### config.mk
export PLATFORM = sky130hd
export DESIGN_NAME = mouse_button_counter_array
export DESIGN_NICKNAME = d
export VERILOG_FILES = /design/src/rtl/mouse_counter_pkg.sv /design/src/rtl/button_debounce_counter.sv /design/src/rtl/mouse_button_counter_array.sv
export SDC_FILE = /design/constraint.sdc
export NUM_CORES = 1
export LEC_CHECK = 0
export CAP_MARGIN = 20
export CORE_MARGIN = 2
export CORE_UTILIZATION = 47
export DETAILED_ROUTE_END_ITERATION = 10
export PLACE_DENSITY = 0.79
export SLEW_MARGIN = 0
export SYNTH_ARGS = -nofsm -noshare
export SYNTH_HDL_FRONTEND = slang
export SYNTH_SLANG_ARGS = --single-unit
export TNS_END_PERCENT = 10
### constraint.sdc
create_clock -name clk -period 1.56 [get_ports clk]
set_input_delay 0.468 -clock clk [delete_from_list [all_inputs] [get_ports clk]]
set_output_delay 0.468 -clock clk [all_outputs]
set_load 0.03 [all_outputs]
### src/rtl/mouse_counter_pkg.sv
// Shared constants, snapshot FSM state type and packing helpers for the
// mouse button press counter array.
package mouse_counter_pkg;

   localparam int MODE_WRAP = 0;
   localparam int MODE_SAT  = 1;

   typedef enum logic {
      IDLE = 1'b0,
      HOLD = 1'b1
   } snap_state_t;

   // All-ones value for a counter of the given width (width <= 16).
   function automatic logic [15:0] max_count(input int width);
      return 16'((32'd1 << width) - 32'd1);
   endfunction

   // Low bit index of a channel slice in a packed multi-channel bus.
   function automatic int chan_lo(input int chan, input int width);
      return chan * width;
   endfunction

endpackage

### src/rtl/button_debounce_counter.sv
// One button channel: debounce filter, rising-edge detector, press counter
// with wrap/saturate behaviour and sticky overflow flag.
module button_debounce_counter
   import mouse_counter_pkg::*;
#(
   parameter int CNT_WIDTH       = 8,
   parameter int DEBOUNCE_CYCLES = 4,
   parameter int SATURATE        = 0
) (
   input  logic                 clk,
   input  logic                 rst,
   input  logic                 btn,
   input  logic                 clear,
   output logic [CNT_WIDTH-1:0] count,
   output logic                 ovf
);

   localparam logic [CNT_WIDTH-1:0] CNT_MAX   = CNT_WIDTH'(max_count(CNT_WIDTH));
   localparam logic [7:0]           STAB_LAST = 8'(DEBOUNCE_CYCLES - 1);

   logic       filt_p0;
   logic       filt_p1;
   logic [7:0] stab;
   logic       press_evt;

   // Stage p0: filtered level moves only after the raw level has differed
   // for DEBOUNCE_CYCLES consecutive cycles.
   always_ff @(posedge clk) begin
      if (rst) begin
         filt_p0 <= 1'b0;
         stab    <= 8'd0;
      end else if (btn == filt_p0) begin
         stab <= 8'd0;
      end else if (stab == STAB_LAST) begin
         filt_p0 <= btn;
         stab    <= 8'd0;
      end else begin
         stab <= stab + 8'd1;
      end
   end

   // Stage p1: delayed filtered level for edge detection.
   always_ff @(posedge clk) begin
      if (rst) begin
         filt_p1 <= 1'b0;
      end else begin
         filt_p1 <= filt_p0;
      end
   end

   assign press_evt = filt_p0 & ~filt_p1;

   // Counter stage: clear beats a same-cycle press.
   always_ff @(posedge clk) begin
      if (rst || clear) begin
         count <= '0;
         ovf   <= 1'b0;
      end else if (press_evt) begin
         if (count == CNT_MAX) begin
            ovf <= 1'b1;
            if (SATURATE != MODE_SAT) begin
               count <= '0;
            end
         end else begin
            count <= count + 1'b1;
         end
      end
   end

endmodule

### src/rtl/mouse_button_counter_array.sv
// Array of debounced press counters with per-channel clear, sticky overflow
// flags and an atomic snapshot readout behind a valid/ready handshake.
module mouse_button_counter_array
   import mouse_counter_pkg::*;
#(
   parameter int NUM_BUTTONS     = 3,
   parameter int CNT_WIDTH       = 8,
   parameter int DEBOUNCE_CYCLES = 4,
   parameter int SATURATE        = 0
) (
   input  logic                             clk,
   input  logic                             rst,
   input  logic [NUM_BUTTONS-1:0]           buttons,
   input  logic [NUM_BUTTONS-1:0]           clear_mask,
   input  logic                             clear_all,
   input  logic                             snap_req,
   output logic                             snap_valid,
   input  logic                             snap_ready,
   output logic [NUM_BUTTONS*CNT_WIDTH-1:0] snap_data,
   output logic [NUM_BUTTONS*CNT_WIDTH-1:0] counters,
   output logic [NUM_BUTTONS-1:0]           overflow
);

   logic [CNT_WIDTH-1:0] count_arr [NUM_BUTTONS];
   logic                 ovf_arr   [NUM_BUTTONS];

   snap_state_t state;
   snap_state_t state_next;
   logic        capture;

   for (genvar i = 0; i < NUM_BUTTONS; i++) begin : g_chan
      button_debounce_counter #(
         .CNT_WIDTH       (CNT_WIDTH),
         .DEBOUNCE_CYCLES (DEBOUNCE_CYCLES),
         .SATURATE        (SATURATE)
      ) u_chan (
         .clk   (clk),
         .rst   (rst),
         .btn   (buttons[i]),
         .clear (clear_all | clear_mask[i]),
         .count (count_arr[i]),
         .ovf   (ovf_arr[i])
      );
   end

   always_comb begin
      counters = '0;
      overflow = '0;
      for (int i = 0; i < NUM_BUTTONS; i++) begin
         counters[chan_lo(i, CNT_WIDTH) +: CNT_WIDTH] = count_arr[i];
         overflow[i] = ovf_arr[i];
      end
   end

   // Handshake state: HOLD means snap_data is valid and frozen.
   always_ff @(posedge clk) begin
      if (rst) begin
         state <= IDLE;
      end else begin
         state <= state_next;
      end
   end

   always_comb begin
      state_next = state;
      capture    = 1'b0;
      case (state)
         IDLE: begin
            if (snap_req) begin
               capture    = 1'b1;
               state_next = HOLD;
            end
         end
         HOLD: begin
            if (snap_ready) begin
               state_next = IDLE;
            end
         end
         default: state_next = IDLE;
      endcase
   end

   assign snap_valid = (state == HOLD);

   // Captures the registered counters, i.e. values before this cycle's updates.
   always_ff @(posedge clk) begin
      if (rst) begin
         snap_data <= '0;
      end else if (capture) begin
         snap_data <= counters;
      end
   end

endmodule

# Word-level counts from Yosys, hierarchy flattened
# Cells that the tools add are included.
# word_totals
reg_bits	82
out_inout_bits	52
input_bits	11
wordCells	64
# op_classes
n_reduce_logical	12
n_eq_ne	9
add_sub_neg	6
mux	7
bitwise_logic	13
# op_table
op	count
$add A8 B1 Y8 const B	6
$eq A8 B2 Y1 const B	3
$eq A8 B8 Y1 const B	3
$mux W8	3
$reduce_and A2 Y1	6
$reduce_or A3 Y1	3
$not A1 Y1	7
$and A1 B1 Y1	3
$eq A1 B1 Y1	3
$logic_or A1 B1 Y1	3
$mux W1	3
$or A1 B1 Y1	3
$pmux W1 S2	1

# Longest topological paths before layout
# depth
depth_word	3
ltp_mapped	5
depth_no_buf	4

# By module
# Synthesis repeated with hierarchy kept, for this count alone.
# unflattened
cells_unflattened	396
hier_area_um2	3678.5
# by_module_without_submodules
mod	seq_area_each_um2	cells_each	area_each_um2	n_inst
button_debounce_counter	380.4	94	827.0	3
mouse_button_counter_array	500.5	114	1197.4	1

# Worst setup path before layout
# OpenSTA, ideal clock, no wires.
# synth_timing
kind	in2reg
start	in rst
end	reg g_chan[2].u_chan.count[7]
setup_ps	78
required_time_ps	1482
setup_slack_ps	-94
arrival_ps	1576
path_buffers	1
cell_stages	4
path_cell_list	buf_6 > or3_4 > or4_1 > o22ai_1
# synth_via
elab_chain_cells	1
# synth_rtl
element	line_no	rtl
from (decl)	mouse_button_counter_array.sv:12	input logic rst,
$logic_or A1 B1 Y1	button_debounce_counter.sv:55	if (rst || clear) begin
to (signal assigned)	button_debounce_counter.sv:65	count <= count + 1'b1;
to (decl)	button_debounce_counter.sv:14	output logic [CNT_WIDTH-1:0] count,
# Every way passes these cells.
# A chain may end at the register's enable or synchronous reset.

# Worst setup path in the final report
# layout_timing
start	reg g_chan[2].u_chan.stab[0]
end	reg g_chan[2].u_chan.filt_p0
# layout_via
elab_chain_cells	2
# layout_rtl
element	line_no	rtl
from (decl)	button_debounce_counter.sv:23	logic [7:0] stab;
from (signal assigned)	button_debounce_counter.sv:38	stab <= stab + 8'd1;
$eq A8 B2 Y1	button_debounce_counter.sv:34	end else if (stab == STAB_LAST) begin
$reduce_and A2 Y1 (no line)	n/a	
to (signal assigned)	button_debounce_counter.sv:35	filt_p0 <= btn;
to (decl)	button_debounce_counter.sv:21	logic filt_p0;
# Every way passes these cells.

==> summary.txt <==
Reg clk slew, reported paths = 80 ps
CTS tree = built
width of the die = 89 um
Worst Hold Class = reg -> reg
worst rel slew slack = 68.73%
largest net degree at the start of global routing = 26
Final Hold Fails = 0
internal power = 2810 uW
actual slew at the worst max-slew pin = 465.0 ps
Post-Syn Area = 3396 um^2
Main synth FF type = dfxtp_1
outcome = finished clean
drt drc = 0
Max IR drop VDD = 0.5614 mV
Req. time, crit path = 1850 ps
HPWL after DPL = 5.644 mm
static leakage = 0.001622 uW
commonest non-fill, non-tap cell in the layout = dfxtp_1
Tmin final = 1534 ps
worst setup margin = 25.70 ps
CTS buffer count = 9
Place WS = -426.1 ps
Clock Power Share = 37.0%
Reg2Reg Setup Slack = 30 ps
layout cells sized above 1 = 24.54%
GRT Overall Usage = 19.97%
initial antenna violation count = 0
fin util = 64.09%
CP endpoint = g_chan[2].u_chan.filt_p0$_SDFFE_PP0P_
Yosys top cell area share = 48.34%
critical path arrival = 1820 ps
RSZ-0062 raised after global routing = yes
most frequent cells in the layout = dfxtp_1 (72), nand2_1 (60), buf_4 (56), a21oi_1 (48), or3_1 (28)
drt first pass iters = 6
sequential element share of the synthesized area = 48.34%
FF+latch area = 1654 um^2
area of the multi-input gates = 1674 um^2
Worst Setup End Kind = flop
DR iter-0 viols = 165
clock skew = 8.024 ps
Synth area leaders = dfxtp_1 (48%), a21oi_1 (7.2%), nand2_1 (6.6%)
drt wl/cell = 13.38 um
Yosys reg bits = 82
period utilisation layout = 98.35%
cell row count = 30
vias = 3,134
P&R area growth vs syn = 30.36%
CTS Buffer Depth = 2
fill cell count = 631
Routed WL = 7.879 mm
max-slew violations = 0
Logic pwr share = 5.4%
Sink Count = 82
FF-to-FF End = g_chan[2].u_chan.filt_p0$_SDFFE_PP0P_
# setup viols final = 0
Reg2Reg Depth = 4
die height = 89 um
ANT cells = 0
core box area = 6907 um^2
Distinct cells, synth = 35
Synth Instances = 397
total of max-cap violations = 0
Max Clk Rate = 651.8 MHz
via density per instance = 5.321
Root Buffer = clkbuf_8
vias in the first global route = 2,846
Synth area leader = dfxtp_1
Worst Setup Path Type = reg -> reg
syn nets = 414
first-pass GRT wire length = 12.45 mm
clk_lat worst skew = 360 ps
CP startpoint kind = flop
sw frac = 23.52%
GP Congestion = 0.8230
total grt overflow = 0
Power Dens Cells = 829.9 nW/um^2
Routed Antenna Nets = 0
CTS HTree Levels = 3
R2R Path Start = g_chan[2].u_chan.stab[0]$_SDFF_PP0_
# IOs = 63
Synth warnings = 0
FFs w/ async S/R, synth = 0%
number of synthesized flops with an enable pin = 0
switching power = 864.0 uW
Final #Nets = 505
sequential group share of total power = 57.5%
Initial Util = 49.17%
Syn Area/Cell = 8.554 um^2
port bufs = 62
Worst Path Max Fanout = 3
CP Launch Point = g_chan[2].u_chan.stab[0]$_SDFF_PP0_
die area = 7921 um^2
hold bufs inserted after CTS = 0
## what timing repair did
action / in CTS / in global routing
endpoints found under the setup margin: 41 / 50
gates resized for setup: 66 / 39
buffers inserted: 0 / 2
pin swaps: 0 / 2
## critical path: stages (launching register included)
cell,delay (ps)
dfxtp_2,330
ha_2,170
or4b_4,490
or3_1,360
a21oi_1,120
## cell type report
| class | instances | share of cell area, % |
|---|---|---|
| tap | 96 | 2.713 |
| inverter | 14 | 1.187 |
| clock buffer | 11 | 3.194 |
| sequential | 82 | 37.37 |
| timing repair buffer | 98 | 17.04 |
| multi-input combinational | 283 | 37.82 |
| clock inverter | 5 | 0.6783 |
## cell usage after synthesis, types with 3 or more instances
cell	number
ha_1	6
a31oi_1	5
nand2_1	60
xnor2_1	10
or4b_1	3
nand2b_1	3
or4_1	3
nor2b_1	7
nor2_1	23
a21oi_1	49
nand3_1	16
buf_4	3
xor2_1	8
inv_1	14
clkbuf_1	14
o21ai_0	23
or3_1	29
nand3b_1	3
nand4_1	7
dfxtp_1	82
o211ai_1	4
nand4b_1	5
## how the worst min path moves through the flow
stage	start	end	slack [ps]	depth (start not counted)
floorplan	g_chan[1].u_chan.stab[0]$_SDFF_PP0_	g_chan[1].u_chan.stab[0]$_SDFF_PP0_	420	1
global placement	snap_data[17]$_SDFFE_PP0P_	snap_data[17]$_SDFFE_PP0P_	440	2
detailed placement	snap_data[18]$_SDFFE_PP0P_	snap_data[18]$_SDFFE_PP0P_	450	2
CTS	snap_data[18]$_SDFFE_PP0P_	snap_data[18]$_SDFFE_PP0P_	460	2
global route	snap_data[18]$_SDFFE_PP0P_	snap_data[18]$_SDFFE_PP0P_	470	2
finish	snap_data[4]$_SDFFE_PP0P_	snap_data[4]$_SDFFE_PP0P_	450	2
## metrics by stage
step | hold WS [ps] | cells | total power, uW | setup TNS (ps) | cell area [um^2]
3_3_place_gp | 443.6 | 571 | 2347 | -11710 | 4287
2_1_floorplan | 417.5 | 397 | 2252 | -33.15 | 3405
3_5_place_dp | 446.1 | 571 | 2351 | -13070 | 4287
6_report | 453.9 | 589 | 3674 | 0 | 4427
5_1_grt | 467.8 | 589 | 3792 | -130.5 | 4427
4_1_cts | 456.7 | 587 | 3680 | -196.6 | 4468
## power by group through the flow
| stage | Sequential, uW | Clock [uW] | Combinational, uW |
|---|---|---|---|
| floorplan | 2160 | 0 | 86.7 |
| detailed placement | 2160 | 0 | 192 |
| global route | 2120 | 1460 | 218 |
| CTS | 2110 | 1380 | 192 |
| finish | 2110 | 1360 | 200 |
| global placement | 2160 | 0 | 189 |
## per-layer routing
metal	GRT usage (%)	wire length (um)	part of all wire, %
met1	24.65	3576	45
met4	8.277	148	1.9
met5	0	0	0
met2	33.11	3727	47
met3	5.355	426	5.4
## registers in the layout, summed over array words and instances, names as in the netlist
| signal | cells |
|---|---|
| g_chan.u_chan.count | 24 |
| g_chan.u_chan.filt_p0 | 3 |
| g_chan.u_chan.filt_p1 | 3 |
| g_chan.u_chan.ovf | 3 |
| g_chan.u_chan.stab | 24 |
| snap_data | 24 |
| snap_valid | 1 |
## cells by family (layout without fill, tap and decap cells)
group           Yosys count  count (layout)  share of synthesized area (%)
simple gates            168             168                          25.61
compound gates           89              89                          14.52
flops                    82              82                          48.34
buf+inv                  32             128                          4.090
xor+xnor                 18              18                          4.643
fa+ha+maj                 6               6                          2.211
mux                       2               2                         0.5896
No activity file was read; power rests on OpenSTA's default activity.
